==> config.mk <==
export PLATFORM = sky130hd
export DESIGN_NAME = reg_wb_sched
export DESIGN_NICKNAME = d
export VERILOG_FILES = /design/src/rtl/reg_wb_sched.sv
export SDC_FILE = /design/constraint.sdc
export NUM_CORES = 1
export LEC_CHECK = 0
export ABC_CLOCK_PERIOD_IN_PS = 3600
export CAP_MARGIN = 40
export CORE_ASPECT_RATIO = 0.75
export CORE_MARGIN = 2
export CORE_UTILIZATION = 55
export DETAILED_ROUTE_END_ITERATION = 8
export HOLD_SLACK_MARGIN = 0.06
export PLACE_DENSITY = 0.79
export SETUP_SLACK_MARGIN = 0.4
export SKIP_LAST_GASP = 1
export SLEW_MARGIN = 15
export SYNTH_ARGS = -nofsm -noshare
export SYNTH_HDL_FRONTEND = slang
export SYNTH_SLANG_ARGS = --single-unit
export TNS_END_PERCENT = 10
==> constraint.sdc <==
create_clock -name clk -period 3.6 [get_ports clk]
set_input_delay 0.72 -clock clk [delete_from_list [all_inputs] [get_ports clk]]
set_output_delay 0.72 -clock clk [all_outputs]
set_load 0.02 [all_outputs]
==> src/rtl/reg_wb_sched.sv <==
// Write-back scheduler: merges ALU, load and divide results onto the register-file dst port
// and tracks registers with outstanding load/divide writes. Optional macro: WB_FWD_EN.
module reg_wb_sched #(
  parameter int LD_DEPTH = 4
) (
  input  logic        clk,
  input  logic        resetl,
  input  logic        alu_we,
  input  logic [5:0]  alu_reg,
  input  logic [31:0] alu_data,
  input  logic        ld_valid,
  input  logic [5:0]  ld_reg,
  input  logic [31:0] ld_data,
  input  logic        div_valid,
  input  logic [5:0]  div_reg,
  input  logic [31:0] div_data,
  input  logic        sb_set,
  input  logic [5:0]  sb_reg,
  input  logic        qsrc_en,
  input  logic [5:0]  qsrc,
  input  logic        qdst_en,
  input  logic [5:0]  qdst,
  output logic [5:0]  dsta,
  output logic [31:0] dstwd,
  output logic        dstrwen_n,
  output logic        stall,
  output logic        ld_full,
  output logic        div_busy,
  output logic        ld_ovf
);

  localparam int PW = (LD_DEPTH > 1) ? $clog2(LD_DEPTH) : 1;
  localparam int CW = PW + 1;

  logic [5:0]    r_ld_reg  [LD_DEPTH];
  logic [31:0]   r_ld_data [LD_DEPTH];
  logic [PW-1:0] r_rd_ptr;
  logic [PW-1:0] r_wr_ptr;
  logic [CW-1:0] r_count;
  logic          r_ovf;
  logic          r_div_vld;
  logic [5:0]    r_div_reg;
  logic [31:0]   r_div_data;
  logic [63:0]   r_sb;

  logic          w_fifo_ne;
  logic          w_sel_fifo;
  logic          w_sel_lddir;
  logic          w_ld_sel;
  logic          w_sel_hold;
  logic          w_sel_divdir;
  logic          w_push;
  logic          w_pop;
  logic          w_hold_load;
  logic          w_wr_en;
  logic [5:0]    w_wr_reg;
  logic [31:0]   w_wr_data;
  logic          w_pend_sel;
  logic [5:0]    w_pend_reg;
  logic [63:0]   w_sb_next;
  logic          w_src_fwd;
  logic          w_dst_fwd;

  // ALU always wins; loads come from the FIFO head first so ordering is kept.
  assign w_fifo_ne    = (r_count != '0);
  assign w_sel_fifo   = !alu_we && w_fifo_ne;
  assign w_sel_lddir  = !alu_we && !w_fifo_ne && ld_valid;
  assign w_ld_sel     = w_sel_fifo || w_sel_lddir;
  assign w_sel_hold   = !alu_we && !w_ld_sel && r_div_vld;
  assign w_sel_divdir = !alu_we && !w_ld_sel && !r_div_vld && div_valid;
  assign w_push       = ld_valid && !ld_full && !w_sel_lddir;
  assign w_pop        = w_sel_fifo;
  assign w_hold_load  = div_valid && !r_div_vld && !w_sel_divdir;

  assign ld_full  = (r_count == CW'(LD_DEPTH));
  assign div_busy = r_div_vld;
  assign ld_ovf   = r_ovf;

  always_comb begin
    w_wr_en    = 1'b1;
    w_wr_reg   = alu_reg;
    w_wr_data  = alu_data;
    w_pend_sel = 1'b1;
    w_pend_reg = alu_reg;
    if (alu_we) begin
      w_pend_sel = 1'b0;
    end else if (w_sel_fifo) begin
      w_wr_reg  = r_ld_reg[r_rd_ptr];
      w_wr_data = r_ld_data[r_rd_ptr];
    end else if (w_sel_lddir) begin
      w_wr_reg  = ld_reg;
      w_wr_data = ld_data;
    end else if (w_sel_hold) begin
      w_wr_reg  = r_div_reg;
      w_wr_data = r_div_data;
    end else if (w_sel_divdir) begin
      w_wr_reg  = div_reg;
      w_wr_data = div_data;
    end else begin
      w_wr_en    = 1'b0;
      w_pend_sel = 1'b0;
    end
    if (w_wr_en && !alu_we) w_pend_reg = w_wr_reg;
  end

  // A new launch to the same register must survive the retiring write.
  always_comb begin
    w_sb_next = r_sb;
    if (w_pend_sel) w_sb_next[w_pend_reg] = 1'b0;
    if (sb_set) w_sb_next[sb_reg] = 1'b1;
  end

`ifdef WB_FWD_EN
  assign w_src_fwd = w_pend_sel && (w_pend_reg == qsrc);
  assign w_dst_fwd = w_pend_sel && (w_pend_reg == qdst);
`else
  assign w_src_fwd = 1'b0;
  assign w_dst_fwd = 1'b0;
`endif

  assign stall = (qsrc_en && r_sb[qsrc] && !w_src_fwd) ||
                 (qdst_en && r_sb[qdst] && !w_dst_fwd);

  always_ff @(posedge clk) begin
    if (w_push) begin
      r_ld_reg[r_wr_ptr]  <= ld_reg;
      r_ld_data[r_wr_ptr] <= ld_data;
    end
  end

  always_ff @(posedge clk or negedge resetl) begin
    if (!resetl) begin
      r_rd_ptr   <= '0;
      r_wr_ptr   <= '0;
      r_count    <= '0;
      r_ovf      <= 1'b0;
      r_div_vld  <= 1'b0;
      r_div_reg  <= '0;
      r_div_data <= '0;
      r_sb       <= '0;
      dsta       <= '0;
      dstwd      <= '0;
      dstrwen_n  <= 1'b1;
    end else begin
      if (w_push) r_wr_ptr <= r_wr_ptr + PW'(1);
      if (w_pop)  r_rd_ptr <= r_rd_ptr + PW'(1);
      if (w_push && !w_pop)      r_count <= r_count + CW'(1);
      else if (!w_push && w_pop) r_count <= r_count - CW'(1);
      if (ld_valid && ld_full) r_ovf <= 1'b1;
      if (w_sel_hold)       r_div_vld <= 1'b0;
      else if (w_hold_load) r_div_vld <= 1'b1;
      if (w_hold_load) begin
        r_div_reg  <= div_reg;
        r_div_data <= div_data;
      end
      r_sb      <= w_sb_next;
      dstrwen_n <= !w_wr_en;
      if (w_wr_en) begin
        dsta  <= w_wr_reg;
        dstwd <= w_wr_data;
      end
    end
  end

endmodule

## Word level (Yosys, flattened, before mapping)

Memories as Yosys holds them, arrays and structs flattened.
Cells that the tools add are included.
Widths: inputs -> output; s select.

- $add $sub $neg: 4
- Reduce and logical (&&, ||, !) cells: 34
- Muxes and demuxes: 33
- Equality and inequality tests: 1
- Magnitude comparators: 6
- Bitwise logic cells: 3

Operators by type and width:

| operator | count |
|---|---|
| $mux 32 | 5 |
| $mux 64 | 2 |
| $and 64x64->64 | 1 |
| $not 64->64 | 1 |
| $or 64x64->64 | 1 |
| $mux 6 | 6 |
| $lt 6x7->1 const B | 4 |
| $logic_and 1x1->1 | 19 |
| $mux 1 | 14 |
| $bmux 1 s6 | 2 |
| $demux 1 s6 | 2 |
| $ge 6x1->1 const B | 2 |
| $logic_not 1->1 | 10 |
| $mux 3 | 2 |
| $add 2x1->2 const B | 2 |
| $reduce_bool 2->1 | 2 |
| $add 3x1->3 const B | 1 |
| $eq 3x3->1 const B | 1 |
| $reduce_bool 3->1 | 1 |
| $sub 3x1->3 const B | 1 |
| $logic_or 1x1->1 | 2 |

- Input bits: 140
- Output and inout port bits: 43
- Memory bits (writable): 152
- Register bits after elaboration: 150
- Memories: 2

Memory list:

| name | depth | bits a word | read ports | clocked after memory_dff | wr ports | RTL line | RTL |
|---|---|---|---|---|---|---|---|
| r_ld_data | 4 | 32 | 1 | 0 | 1 | 36 | `logic [31:0] r_ld_data [LD_DEPTH];` |
| r_ld_reg | 4 | 6 | 1 | 0 | 1 | 35 | `logic [5:0] r_ld_reg [LD_DEPTH];` |

## Logic depth before layout (Yosys ltp)

- Depth after elaboration: 25
- Mapped depth: 10
- Depth with buffers taken out: 9

## Worst setup path before layout

OpenSTA, ideal clock, no wires.

- Path kind: input to output
- Start: input qsrc[0]
- End: output stall
- Stages on the path: 7
- Slack: 0.277 ns
- Required time: 2.880 ns
- Arrival time: 2.603 ns
- Cells stage by stage: buf_2 > buf_2 > mux4_2 > mux2i_1 > mux4_2 > nor3b_1 > or3_1

- Word-level cells in the longest chain between the ends: 4

RTL lines:

| item | RTL line | RTL |
|---|---|---|
| start, declared | 20 | `input logic [5:0] qsrc,` |
| $bmux 1 s6 | 121 | `assign stall = (qsrc_en && r_sb[qsrc] && !w_src_fwd) \|\|` |
| $mux 1 (implied by the code) | 121 |  |
| $logic_and 1x1->1 | 121 |  |
| $logic_or 1x1->1 | 121 |  |
| end, declared | 26 | `output logic stall,` |

No other way between the ends. The select of a mux whose other input is x is not followed.

## Worst setup path in the final report

Same ends and word-level chain as after synthesis.

==> results.md <==
Global route:
- The wire length of the first global-routing pass is 59900 um.
- The initial antenna violation count is 5.
- The number of global-route vias before repair is 10400.
- Entering global routing, the biggest net connects 83 pins.
- The total grt overflow is 0.
- The global router's overall resource usage is 28.5%.

Route:
- The number of design-rule violations left by the first detailed-router iteration is 1119.
- Across all layers, the routed design uses 10500 vias.
- The length of the first detailed-routing pass in iterations is 7.
- The DRC violation count after routing is 0.
- After detailed routing, the number of vias per cell comes to 6.39.
- The total length of routed wires is 38900 um.
- The remaining antenna violation count after routing is 0.
- After detailed routing, the average wire length per cell comes to 23.7 um.

Layout:
- The largest registers in the layout are r_ld_data x128, r_sb x64.
- The number of flip-flops in the largest register is 128.
- Compared with the post-synthesis result, the final layout area differs by 24.0%.
- The fraction of layout instances using a drive strength above 1 is 19.8%.
- More flip-flops sit in one register than any other, and that register is r_ld_data.
- Once layout is complete, the cells apart from fillers number 1641.
- The count of nets after finishing is 1414.
- The area of all placed cells without fillers is 17900 um2.

Clock tree:
- Clock latency on the worst-skew pair, taken at its later pin, is 0.56 ns.
- Clock tree synthesis selected as its root buffer the cell clkbuf_16.
- The clock transition at the register clock pins on the worst setup and hold paths after CTS is 0.06 ns.
- For this design, the sink count on the clock tree is 302.
- The maximum clock path buffer count is 3.
- Clock tree synthesis inserted a total of 30 buffers.
- In this run the number of H-tree levels came out at 1.
- TritonCTS built the clock tree.

Floorplanning:
- Pin placement for this block handled 183 I/O pins.
- The number of cell rows is 51.
- The die covers 27600 um2.
- From bottom edge to top edge, the die measures 144 um.
- The width of the die is 191 um.
- In this run the standard cell core region covers 25900 um2.
- Once the floorplan was initialized, standard cells occupied 55.9% of the core.

Yosys:
- For this run, the leading register cell type out of synthesis is edfxtp_1.
- Synthesis produced a netlist with a net count of 1229.
- The cell count after synthesis came out at 1083.
- The number of different library cells used by synthesis comes to 63.
- The synthesized design contains 152 enable-type register cells.
- Counting flops with an async set or reset pin after synthesis yields a share of 49.7%.
- The number of warnings reported in the yosys synthesis log is 0.
- The mapped netlist covers 14500 um2.
- The sequential fraction of the synthesis area is 57.5%.
- Averaged over all synthesized cells, the footprint is 13.4 um2.
- The synthesized design contains 302 register bits.

Power and ir drop:
- Of the total power, registers draw 41.9%.
- The worst IR drop on VDD is 0.421 mV.
- The clock network power share is 22.6%.
- The portion of total power attributed to combinational logic is 35.5%.
- The total power divided by cell area is 728 nW/um2.
- The fraction of power spent switching nets is 34.2%.
- The leakage power total is 6.81 nW.
- Summed over all nets, the switching power comes to 4.47 mW.
- The internal power of the cells is 8.59 mW.

Setup path:
- The maximum fanout along the worst path is 4.
- The worst setup path is captured at an output pin.
- The data arrival time of the worst path is 2.61 ns.
- STA classifies the critical path startpoint as an input pin.
- The critical path starts at qsrc[0].
- The endpoint of the worst register-to-register path is r_sb[52]$_DFF_PN0_.
- The required time of the worst setup path is 2.88 ns.
- The maximum single-stage delay on the critical path is 0.50 ns.
- The slowest stage of the critical path belongs to the cell mux4_2.
- Walking the worst path, the cells encountered are buf_12 > buf_12 > buf_6 > mux4_2 > mux2i_2 > mux4_2 > nor3b_2 > or3_4 > buf_6.
- The startpoint of the worst-slack reg-to-reg timing path is r_count[0]$_DFFE_PN0P_.
- The worst setup path endpoint is stall.
- By startpoint and endpoint, the worst setup path is classified as in -> out.
- The number of cells on the worst reg-to-reg path is 7.
- Setup slack on the worst reg-to-reg path comes out at 0.49 ns.

STA:
- The slew of the pin with the lowest slew margin is 0.728 ns.
- The shortest period the worst path allows is 3.33 ns.
- Setup violations remaining at the end of the flow were counted as 0.
- The final number of max-transition violations is 0.
- The count of final hold-check violations is 0.
- Headroom to the max-slew limit came out at 51.5%.
- Between clock sinks in the finished design, the worst skew comes to 0.0159 ns.
- Setup repair after global routing could not meet its margin everywhere.
- The total negative slack is 0 ns.
- Timing would allow up to 300 MHz.
- The final critical-path share of the clock period is 92.5%.

Hold path:
- The worst hold path begins at dsta[3]$_DFFE_PN0N_.
- The worst hold path belongs to the class reg -> reg.
- The hold path depth is 2.

Placement:
- The placer's final routability congestion estimate is 1.01.
- Detailed placement finished with a half-perimeter wire length of 26500 um.
- Once placement finished, the instance area stood at 16900 um2.
- Port buffering added 182 buffers.
- The number of placed instances with taps included is 1573.

Job:
- Max-cap violations in this run came to 0.

Status:
- The run finished with clean final reports.
==> worst max-delay path: cells and delay by family <==
| family | cells | cell delay (ns) |
|---|---|---|
| buf+inv | 4 | 0.42 |
| mux | 3 | 1.03 |
| simple gates | 2 | 0.44 |
==> power groups by stage <==
stage,clock network (mW),registers [mW],logic (mW)
2_1_floorplan,0,5.35,2.96
3_3_place_gp,0,5.45,4.42
3_5_place_dp,0,5.49,4.56
4_1_cts,2.99,5.44,4.61
5_1_grt,3.14,5.56,5.00
6_report,2.95,5.47,4.63
==> synth_stat cells, drive strengths merged, types with 5 or more instances <==
cell	instances	area share, %
a21oi	41	1.4
a31oi	13	0.67
and2	9	0.39
buf	41	1.4
clkbuf	42	1.1
dfrtp	149	26
edfxtp	152	32
ha	5	0.43
inv	12	0.31
mux2	42	3.3
mux2i	76	5.3
mux4	74	12
nand2	85	2.2
nand3	17	0.59
nor2	59	1.5
nor2b	8	0.35
nor3	17	0.59
nor3b	6	0.35
nor4b	5	0.35
o21ai	120	4.2
o221ai	6	0.36
o22ai	5	0.41
o31ai	9	0.47
o41ai	41	2.7
or3	5	0.25
==> metal layers <==
metal	track usage [%]	vias to the layer above	share of wire, %
met5	0	-	0.033
met4	8.50	2	2.6
met3	6.96	77	9.4
met2	43.8	576	46
met1	40.8	5254	42
li1	-	4578	-
==> cell type report <==
class	instances	area, um2
clock inverter	20	133
fill	1773	7960
timing repair buffer	236	2420
multi-input combinational	685	5780
clock buffer	36	793
tap	344	430
antenna	5	12.5
sequential	302	8320
inverter	13	48.8
==> placed cells by master, fill, tap and decap left out, types with 39 or more instances in the layout <==
master	count
a21oi_1	41
buf_4	39
clkdlybuf4s50_1	174
dfrtp_1	146
edfxtp_1	152
mux2_2	42
mux2i_1	75
mux4_2	74
nand2_1	85
nor2_1	58
o21ai_0	114
==> kinds of logic (layout without fill, tap and decap cells) <==
kind of cell,Yosys count,in the layout,share of synthesized area (%)
other,0,5,0
multiplexers,192,192,20.0
XOR/XNOR,6,6,0.363
buffers and inverters,96,305,2.80
flip-flops,302,302,57.5
AO/OA/AOI/OAI,253,253,11.3
AND/OR/NAND/NOR,228,228,7.44
adder cells (fa/ha/maj),6,6,0.571
==> per-stage QoR <==
stage / hold WS [ns] / setup WS, ns / power (mW) / util (%)
global placement: 0.462 / -0.454 / 9.88 / 65.0
finish: 0.476 / 0.271 / 13.1 / 69.3
detailed placement: 0.472 / -0.498 / 10.0 / 65.1
global route: 0.504 / 0.236 / 13.7 / 69.3
CTS: 0.486 / 0.308 / 13.0 / 69.1
floorplan: 0.424 / 0.415 / 8.31 / -
==> how the worst min path moves through the flow <==
stage                            to  slack (ns)
2_1_floorplan  div_busy$_DFFE_PN0P_        0.42
3_5_place_dp    dsta[3]$_DFFE_PN0N_        0.47
5_1_grt         dsta[3]$_DFFE_PN0N_        0.50
4_1_cts         dsta[3]$_DFFE_PN0N_        0.49
6_report        dsta[3]$_DFFE_PN0N_        0.48
3_3_place_gp    dsta[0]$_DFFE_PN0N_        0.46
==> timing repair <==
item	4_1_cts	5_1_grt
endpoints found under the setup margin	1	11
hold buffers	1	0
endpoints found under the hold margin	24	0
setup buffers	2	2
gates resized for setup	27	6
cloned	2	0
pin swaps	2	2
No activity file was read; power rests on OpenSTA's default activity.
